==> config.mk <==
export PLATFORM = sky130hd
export DESIGN_NAME = register_bank
export DESIGN_NICKNAME = d
export VERILOG_FILES = /design/src/rtl/register_bank.sv
export SDC_FILE = /design/constraint.sdc
export NUM_CORES = 1
export LEC_CHECK = 0
export ABC_AREA = 1
export CAP_MARGIN = 20
export CORE_AREA = 2 2 130 132
export DETAILED_ROUTE_END_ITERATION = 7
export DIE_AREA = 0 0 132 134
export GPL_ROUTABILITY_DRIVEN = 0
export HOLD_SLACK_MARGIN = 0.03
export SYNTH_ARGS = -nofsm -noshare
export SYNTH_HDL_FRONTEND = slang
export SYNTH_SLANG_ARGS = --single-unit
==> constraint.sdc <==
create_clock -name clk -period 2.1 [get_ports clk]
set_clock_uncertainty 0.2 [all_clocks]
set_input_delay 0.63 -clock clk [delete_from_list [all_inputs] [get_ports clk]]
set_output_delay 0.63 -clock clk [all_outputs]
set_load 0.05 [all_outputs]
==> src/rtl/register_bank.sv <==
// Eight-entry register storage with one-hot write select, two registered read ports with
// write-to-read bypass, and a sticky error flag for malformed load vectors.
module register_bank #(
  parameter int unsigned WIDTH = 8
) (
  input  logic             clk,
  input  logic             rst_n,
  input  logic             we,
  input  logic [7:0]       load,
  input  logic [WIDTH-1:0] wdata,
  input  logic [2:0]       ra,
  input  logic [2:0]       rb,
  input  logic             clr_err,
  output logic [WIDTH-1:0] qa,
  output logic [WIDTH-1:0] qb,
  output logic             err
);

  logic [WIDTH-1:0] regs_q [8];
  logic [WIDTH-1:0] qa_q, qa_d;
  logic [WIDTH-1:0] qb_q, qb_d;
  logic             err_q, err_d;
  logic [7:0]       load_m1;
  logic             load_onehot;
  logic             wr_valid;
  logic             wr_reject;

  // Clearing the lowest set bit leaves zero only for a single-bit vector.
  assign load_m1     = load - 8'd1;
  assign load_onehot = (load != 8'd0) && ((load & load_m1) == 8'd0);
  assign wr_valid    = we & load_onehot;
  assign wr_reject   = we & ~load_onehot;

  always_comb begin
    qa_d  = (wr_valid && load[ra]) ? wdata : regs_q[ra];
    qb_d  = (wr_valid && load[rb]) ? wdata : regs_q[rb];
    err_d = err_q;
    if (wr_reject) begin
      err_d = 1'b1;
    end else if (clr_err) begin
      err_d = 1'b0;
    end
  end

  always_ff @(posedge clk or negedge rst_n) begin
    if (!rst_n) begin
      for (int i = 0; i < 8; i++) begin
        regs_q[i] <= '0;
      end
      qa_q  <= '0;
      qb_q  <= '0;
      err_q <= 1'b0;
    end else begin
      for (int i = 0; i < 8; i++) begin
        if (wr_valid && load[i]) begin
          regs_q[i] <= wdata;
        end
      end
      qa_q  <= qa_d;
      qb_q  <= qb_d;
      err_q <= err_d;
    end
  end

  assign qa  = qa_q;
  assign qb  = qb_q;
  assign err = err_q;

endmodule

==> results of run 1 <==
[placed cells by master (no fill, tap or decap)]
cell	instances
a21oi_1	32
bufbuf_16	1
clkdlybuf4s50_1	13
dlygate4sd2_1	5
nand2_2	3
nor2_1	33
clkbuf_8	2
clkbuf_1	1
clkinv_4	1
nor2_2	4
buf_12	11
o21ai_2	1
dlygate4sd3_1	1
nand4_1	80
inv_1	23
nand3_4	4
nand3_1	13
buf_2	2
buf_4	75
clkbuf_16	9
dlymetal6s2s_1	1
or2_1	1
nor2_4	2
bufinv_16	3
buf_6	15
dfrtp_1	81
nand2_1	235
o21ai_0	87
clkinvlp_4	1
nand3_2	7
clkbuf_2	3
clkinv_1	2
o21ai_1	11
clkdlybuf4s15_1	1
[power breakdown]
| group | internal, mW | leakage [nW] | switching, mW | total, mW |
|---|---|---|---|---|
| Clock | 1.23 | 0.173 | 0.650 | 1.88 |
| Sequential | 1.70 | 1.09 | 0.0954 | 1.79 |
| Combinational | 0.319 | 1.90 | 0.552 | 0.871 |
[cells in the mapped netlist]
cell type | n | area [um2]
nand2_1 | 238 | 893
o21ai_0 | 95 | 475
dfrtp_1 | 81 | 2030
nand4_1 | 80 | 500
nor2_1 | 37 | 139
a21oi_1 | 32 | 160
clkbuf_1 | 30 | 113
inv_1 | 24 | 90.1
buf_2 | 22 | 110
nand3_1 | 21 | 105
buf_6 | 9 | 101
o21ai_1 | 4 | 20.0
clkinv_1 | 2 | 7.51
nand3_2 | 2 | 20.0
nand3_4 | 1 | 17.5
nor2_2 | 1 | 6.26
nor2_4 | 1 | 11.3
or2_1 | 1 | 6.26
[registers in the layout, indices dropped and copies added (netlist names)]
signal / count
qb: 8
err: 1
regs_q: 64
qa: 8
[final cells by class]
class	instances	area share
tap	220	0.0429
sequential	81	0.316
clock inverter	4	0.0154
inverter	26	0.0158
timing repair buffer	128	0.189
multi-input combinational	513	0.381
clock buffer	12	0.0400
[timing repair]
action | in CTS | in global routing
cloned | 3 | 0
hold endpoints to repair | 23 | 0
endpoints found under the setup margin | 80 | 69
pin swaps | 5 | 10
hold buffers | 1 | 0
resized for setup | 32 | 33
setup buffers | 7 | 1
[routing by layer]
metal	wire length, um	GRT usage	vias to the layer above	part of all wire
met1	7630	0.265	2290	0.48
met3	817	0.0257	25	0.051
met4	391	0.0864	0	0.025
met2	7030	0.282	174	0.44
li1	-	-	2452	-
met5	0	0	-	0
[per-stage QoR]
step / TNS (ns) / util / worst slack [ns]
floorplan: 0 / - / 0.127
global placement: -35.17 / 0.355 / -0.494
detailed placement: -38.51 / 0.355 / -0.544
CTS: 0 / 0.392 / 0.00861
global route: -0.00492 / 0.394 / -0.00492
finish: 0 / 0.394 / 0.0969
[worst max-delay path, cell delays in order]
cell,delay (ns)
clkdlybuf4s50_1,0.47
buf_6,0.15
buf_6,0.15
a21oi_1,0.04
o21ai_0,0.09
o21ai_1,0.12
buf_4,0.15
nand2_1,0.07
nand2_1,0.05
nand2_1,0.07
nand2_1,0.05
[cell families (layout without fill, tap and decap cells)]
kind of cell	Yosys count	after routing	share of synthesized area
compound gates	131	131	0.136
buf+inv	87	170	0.0878
flops	81	81	0.422
simple gates	382	382	0.354
[worst max path at each step]
stage	startpoint	end	slack [ns]	depth (start not counted)
2_1_floorplan	rb[0]	qb[0]$_DFF_PN0_	0.13	10
3_3_place_gp	load[1]	regs_q[5]$_DFFE_PN0P_	-0.49	10
3_5_place_dp	load[1]	regs_q[5]$_DFFE_PN0P_	-0.54	10
4_1_cts	rb[0]	qb[3]$_DFF_PN0_	0.009	11
5_1_grt	load[2]	regs_q[54]$_DFFE_PN0P_	-0.005	11
6_report	ra[1]	qa[1]$_DFF_PN0_	0.1	11
==> impl_metrics.json, run 1 <==
{
  "detailed_placer_s_ending_hpwl_mm": 11.2,
  "first_global_vias": 4650,
  "post_synth_instance_area_mm2": 0.00480,
  "placeableCoreArea_mm2": 0.0163,
  "slew_viol_final": 0,
  "final.period_utilization": 0.954,
  "n_fill_cell": 1697,
  "crit-reg2reg-launch": "regs_q[49]$_DFFE_PN0P_",
  "postRouteWirelength_mm": 15.9,
  "wl_per_cell_um": 16.1,
  "worst_setup_hold_path_clk_slew_ns": 0.06,
  "dr.first_iter.drc_count": 428,
  "clock_tree_from_tritoncts": "done",
  "power.total_mw": 4.54,
  "timing.final.setup_violations": 0,
  "wire_length_of_the_first_global_routing_pass_mm": 25.5,
  "synth_seq_area_share": 0.422,
  "globalRouteTotalUtil": 0.187,
  "yosys.cell_types.count": 18,
  "routed_vias": 4941,
  "multiInputGateArea_mm2": 0.00244,
  "syn_avg_cell_area_um2": 7.05,
  "nNetsFinal": 785,
  "ff_latch_area_mm2": 0.00203,
  "worst_hold_startpoint": "regs_q[54]$_DFFE_PN0P_",
  "grt_setup_unrepaired": "yes",
  "data_required_time_of_the_worst_path_ns": 2.15,
  "stdcell_count": 984,
  "n_antenna_cell": 0,
  "place_inst": 957,
  "io_pins": 43,
  "antenna_found_initial": 0,
  "placement.cell_area_mm2": 0.00579,
  "finalHoldViolations": 0,
  "die_area_mm2": 0.0177,
  "max-cap-violations": 0,
  "holdPathEnd": "regs_q[54]$_DFFE_PN0P_",
  "die_height_um": 134,
  "htree_num_levels": 3,
  "detail-route-antenna-nets": 0,
  "cts-root-to-sink-buffers": 2,
  "ys_seq_elements": 81,
  "synth-warning-count": 0,
  "postLayoutCellArea_mm2": 0.00642,
  "cts_sinks": 81,
  "globalRouteOverflowTotal": 0,
  "clk-insertion-delay-late_ns": 0.35,
  "arrival_ns": 2.05,
  "avgViaCountPerCell": 5.02,
  "cts_inserted_buffers": 9,
  "drt_drc_violations_left": 0,
  "syn_nets": 707,
  "syn-instance-count": 681,
  "crit_path_end_kind": "flop",
  "initial_core_util": 0.295,
  "floorplan.die.width_um": 132,
  "number_of_buffers_inserted_by_port_buffering": 42,
  "finalCriticalPeriod_ns": 2.00,
  "slew-limit-headroom": 0.761,
  "dr.pass1.iters": 5,
  "std_cell_rows": 47,
  "post_route_cells_drive_above_1_share": 0.188,
  "worstHoldPathType": "reg2reg",
  "cts_root_buf": "clkbuf_16",
  "worst_hold_path.num_cells": 2,
  "critical_path_peak_fanout": 12,
  "leakagePower_nw": 3.17,
  "outcome": "finished clean",
  "irDropWorstVdd_mv": 0.450,
  "timing.rr.end": "qa[1]$_DFF_PN0_",
  "achievable-frequency_ghz": 0.499,
  "finalHoldWorstSlack_ns": 0.272,
  "reg2reg_depth": 9,
  "ff2ff_setup_slack_ns": 0.66,
  "critical_path.startpoint_type": "input port",
  "worstMarginPinSlew_ns": 0.359,
  "worstSetupPathType": "in2reg",
  "p_per_area_mw_per_mm2": 708,
  "area_growth_syn_to_layout_pct": 33.6,
  "grt_start_max_net_pins": 48
}
(Power assumes the default switching activity.)
==> run 2, diff against run 1 <==
- CORE_AREA: 2 2 130 132 -> 5 5 133 135
- DIE_AREA: 0 0 132 134 -> 0 0 138 140
==> impl_metrics.json, run 2 (synthesis gave the netlist of run 1 again) <==
{
  "outcome": "finished clean",
  "dr.pass1.iters": 5,
  "wl_per_cell_um": 16.7,
  "slew-limit-headroom": 0.746,
  "finalHoldViolations": 0,
  "dr.first_iter.drc_count": 593,
  "timing.rr.end": "qa[6]$_DFF_PN0_",
  "mostFrequentLayoutCells": "nand2_1, o21ai_0, dfrtp_1, nand4_1, buf_4",
  "final.period_utilization": 0.969,
  "placeableCoreArea_mm2": 0.0163,
  "crit-reg2reg-launch": "regs_q[22]$_DFFE_PN0P_",
  "max_flop_register": "regs_q",
  "timing.critical_path.slowest_cell_delay_ns": 0.50,
  "worst_path_dominant_cell_family": "buffers and inverters",
  "critPathBufInv": 3,
  "layout_commonest_cell": "nand2_1",
  "critical_path_peak_fanout": 12,
  "std_cell_rows": 47,
  "finalCriticalPeriod_ns": 2.04,
  "p_per_area_mw_per_mm2": 679,
  "globalRouteOverflowTotal": 0,
  "wire_length_of_the_first_global_routing_pass_mm": 26.3,
  "htree_num_levels": 3,
  "die_height_um": 140,
  "irDropWorstVdd_mv": 0.330,
  "critical_path.cell_chain": "clkdlybuf4s50_1 > buf_12 > buf_4 > o21ai_0 > o21ai_0 > nand2_1 > nand2_1 > nand2_1 > nand2_1",
  "arrival_ns": 2.11,
  "io_pins": 43,
  "cts-root-to-sink-buffers": 2,
  "globalRouteTotalUtil": 0.169,
  "grt_start_max_net_pins": 33,
  "pre_cts_ws_ns": -0.553,
  "worst_hold_startpoint": "regs_q[20]$_DFFE_PN0P_",
  "max-cap-violations": 0,
  "cp_common_cell": "nand2_1",
  "detailed_placer_s_ending_hpwl_mm": 11.6,
  "antenna_found_initial": 0,
  "leakagePower_nw": 3.06,
  "holdPathEnd": "regs_q[20]$_DFFE_PN0P_",
  "ff2ff_setup_slack_ns": 0.70,
  "post_route_cells_drive_above_1_share": 0.163,
  "achievable-frequency_ghz": 0.491,
  "reg2reg_depth": 8,
  "cts_root_buf": "clkbuf_16",
  "timing.final.setup_violations": 0,
  "initial_core_util": 0.294,
  "crit_path_end_kind": "flop",
  "routed_vias": 5006,
  "critical_path.startpoint_type": "input port",
  "cpMaxStageDelayCell": "clkdlybuf4s50_1",
  "n_antenna_cell": 0,
  "clock_tree_from_tritoncts": "done",
  "cts_inserted_buffers": 9,
  "grt_setup_unrepaired": "yes",
  "worstSetupPathType": "in2reg",
  "floorplan.die.width_um": 138,
  "data_required_time_of_the_worst_path_ns": 2.18,
  "cts_sinks": 81,
  "slew_viol_final": 0,
  "first_global_vias": 4750,
  "drt_drc_violations_left": 0,
  "nNetsFinal": 775,
  "die_area_mm2": 0.0193,
  "worst_hold_path.num_cells": 2,
  "worstMarginPinSlew_ns": 0.381,
  "detail-route-antenna-nets": 0,
  "power.total_mw": 4.20,
  "avgViaCountPerCell": 5.14,
  "largest_register_ff_count": 64,
  "setup_slack_after_layout_ns": 0.0649,
  "postRouteWirelength_mm": 16.3,
  "area_growth_syn_to_layout_pct": 28.8,
  "worst_setup_hold_path_clk_slew_ns": 0.06,
  "worstHoldPathType": "reg2reg",
  "clk-insertion-delay-late_ns": 0.34,
  "number_of_buffers_inserted_by_port_buffering": 42
}
==> run 2: cell count changes in the layout (fill, tap and decap cells not counted), moves of 3 or more <==
| cell | delta |
|---|---|
| buf_6 | -3 |
| o21ai_1 | -4 |
| o21ai_0 | +5 |
| buf_4 | -7 |
| nand3_1 | +4 |
==> run 2: metrics by stage <==
| stage | util | hold WS, ns | instances | TNS, ns | instance area, um2 |
|---|---|---|---|---|---|
| 2_1_floorplan | - | 0.134 | 681 | 0 | 4800 |
| 3_3_place_gp | 0.354 | 0.255 | 955 | -35.55 | 5790 |
| 3_5_place_dp | 0.354 | 0.259 | 955 | -37.82 | 5790 |
| 4_1_cts | 0.374 | 0.273 | 974 | 0 | 6120 |
| 5_1_grt | 0.379 | 0.285 | 974 | -0.0329 | 6190 |
| 6_report | 0.379 | 0.269 | 974 | 0 | 6190 |
==> run 2: worst min-delay path: cells and delay by family, from the launching register on <==
family	cells	cell delay, ns
flip-flops	1	0.34
AND/OR/NAND/NOR	2	0.10
==> run 2: report_power, final <==
group          leakage [nW]  internal, mW  total, mW  switching (mW)
logic                  1.83         0.296      0.845           0.549
registers              1.09          1.70       1.78          0.0868
clock network         0.137         0.926       1.57           0.646
==> run 2: what timing repair did <==
action	in CTS	in global routing
endpoints found under the hold margin	24	0
gates cloned	1	0
resized for setup	17	27
pin swaps	5	5
hold buffers	1	0
endpoints found under the setup margin	80	78
setup buffers	1	0
==> run 2: layout make-up <==
class / instances / area (um2)
clock buffers: 12 / 236
well taps: 220 / 275
repair buffers: 118 / 1110
flip-flops and latches: 81 / 2030
clock inverters: 4 / 51.3
multi-input cells: 513 / 2390
fillers: 1736 / 10200
inverters: 26 / 97.6
==> run 2: layer usage <==
| metal | up-vias | track usage | part of all wire |
|---|---|---|---|
| met4 | 0 | 0.0608 | 0.026 |
| li1 | 2429 | - | - |
| met2 | 188 | 0.263 | 0.46 |
| met5 | - | 0 | 0 |
| met1 | 2361 | 0.234 | 0.45 |
| met3 | 28 | 0.0344 | 0.066 |
==> run 2: worst max-delay path by stage <==
stage	startpoint	slack [ns]	to	depth (start not counted)
after detailed placement	load[1]	-0.55	regs_q[38]$_DFFE_PN0P_	11
after CTS	rb[0]	0.01	qb[3]$_DFF_PN0_	9
final	rb[1]	0.06	qb[0]$_DFF_PN0_	9
after floorplan	rb[0]	0.13	qb[0]$_DFF_PN0_	10
after global placement	load[5]	-0.51	regs_q[53]$_DFFE_PN0P_	11
after global routing	load[0]	-0.01	regs_q[38]$_DFFE_PN0P_	11
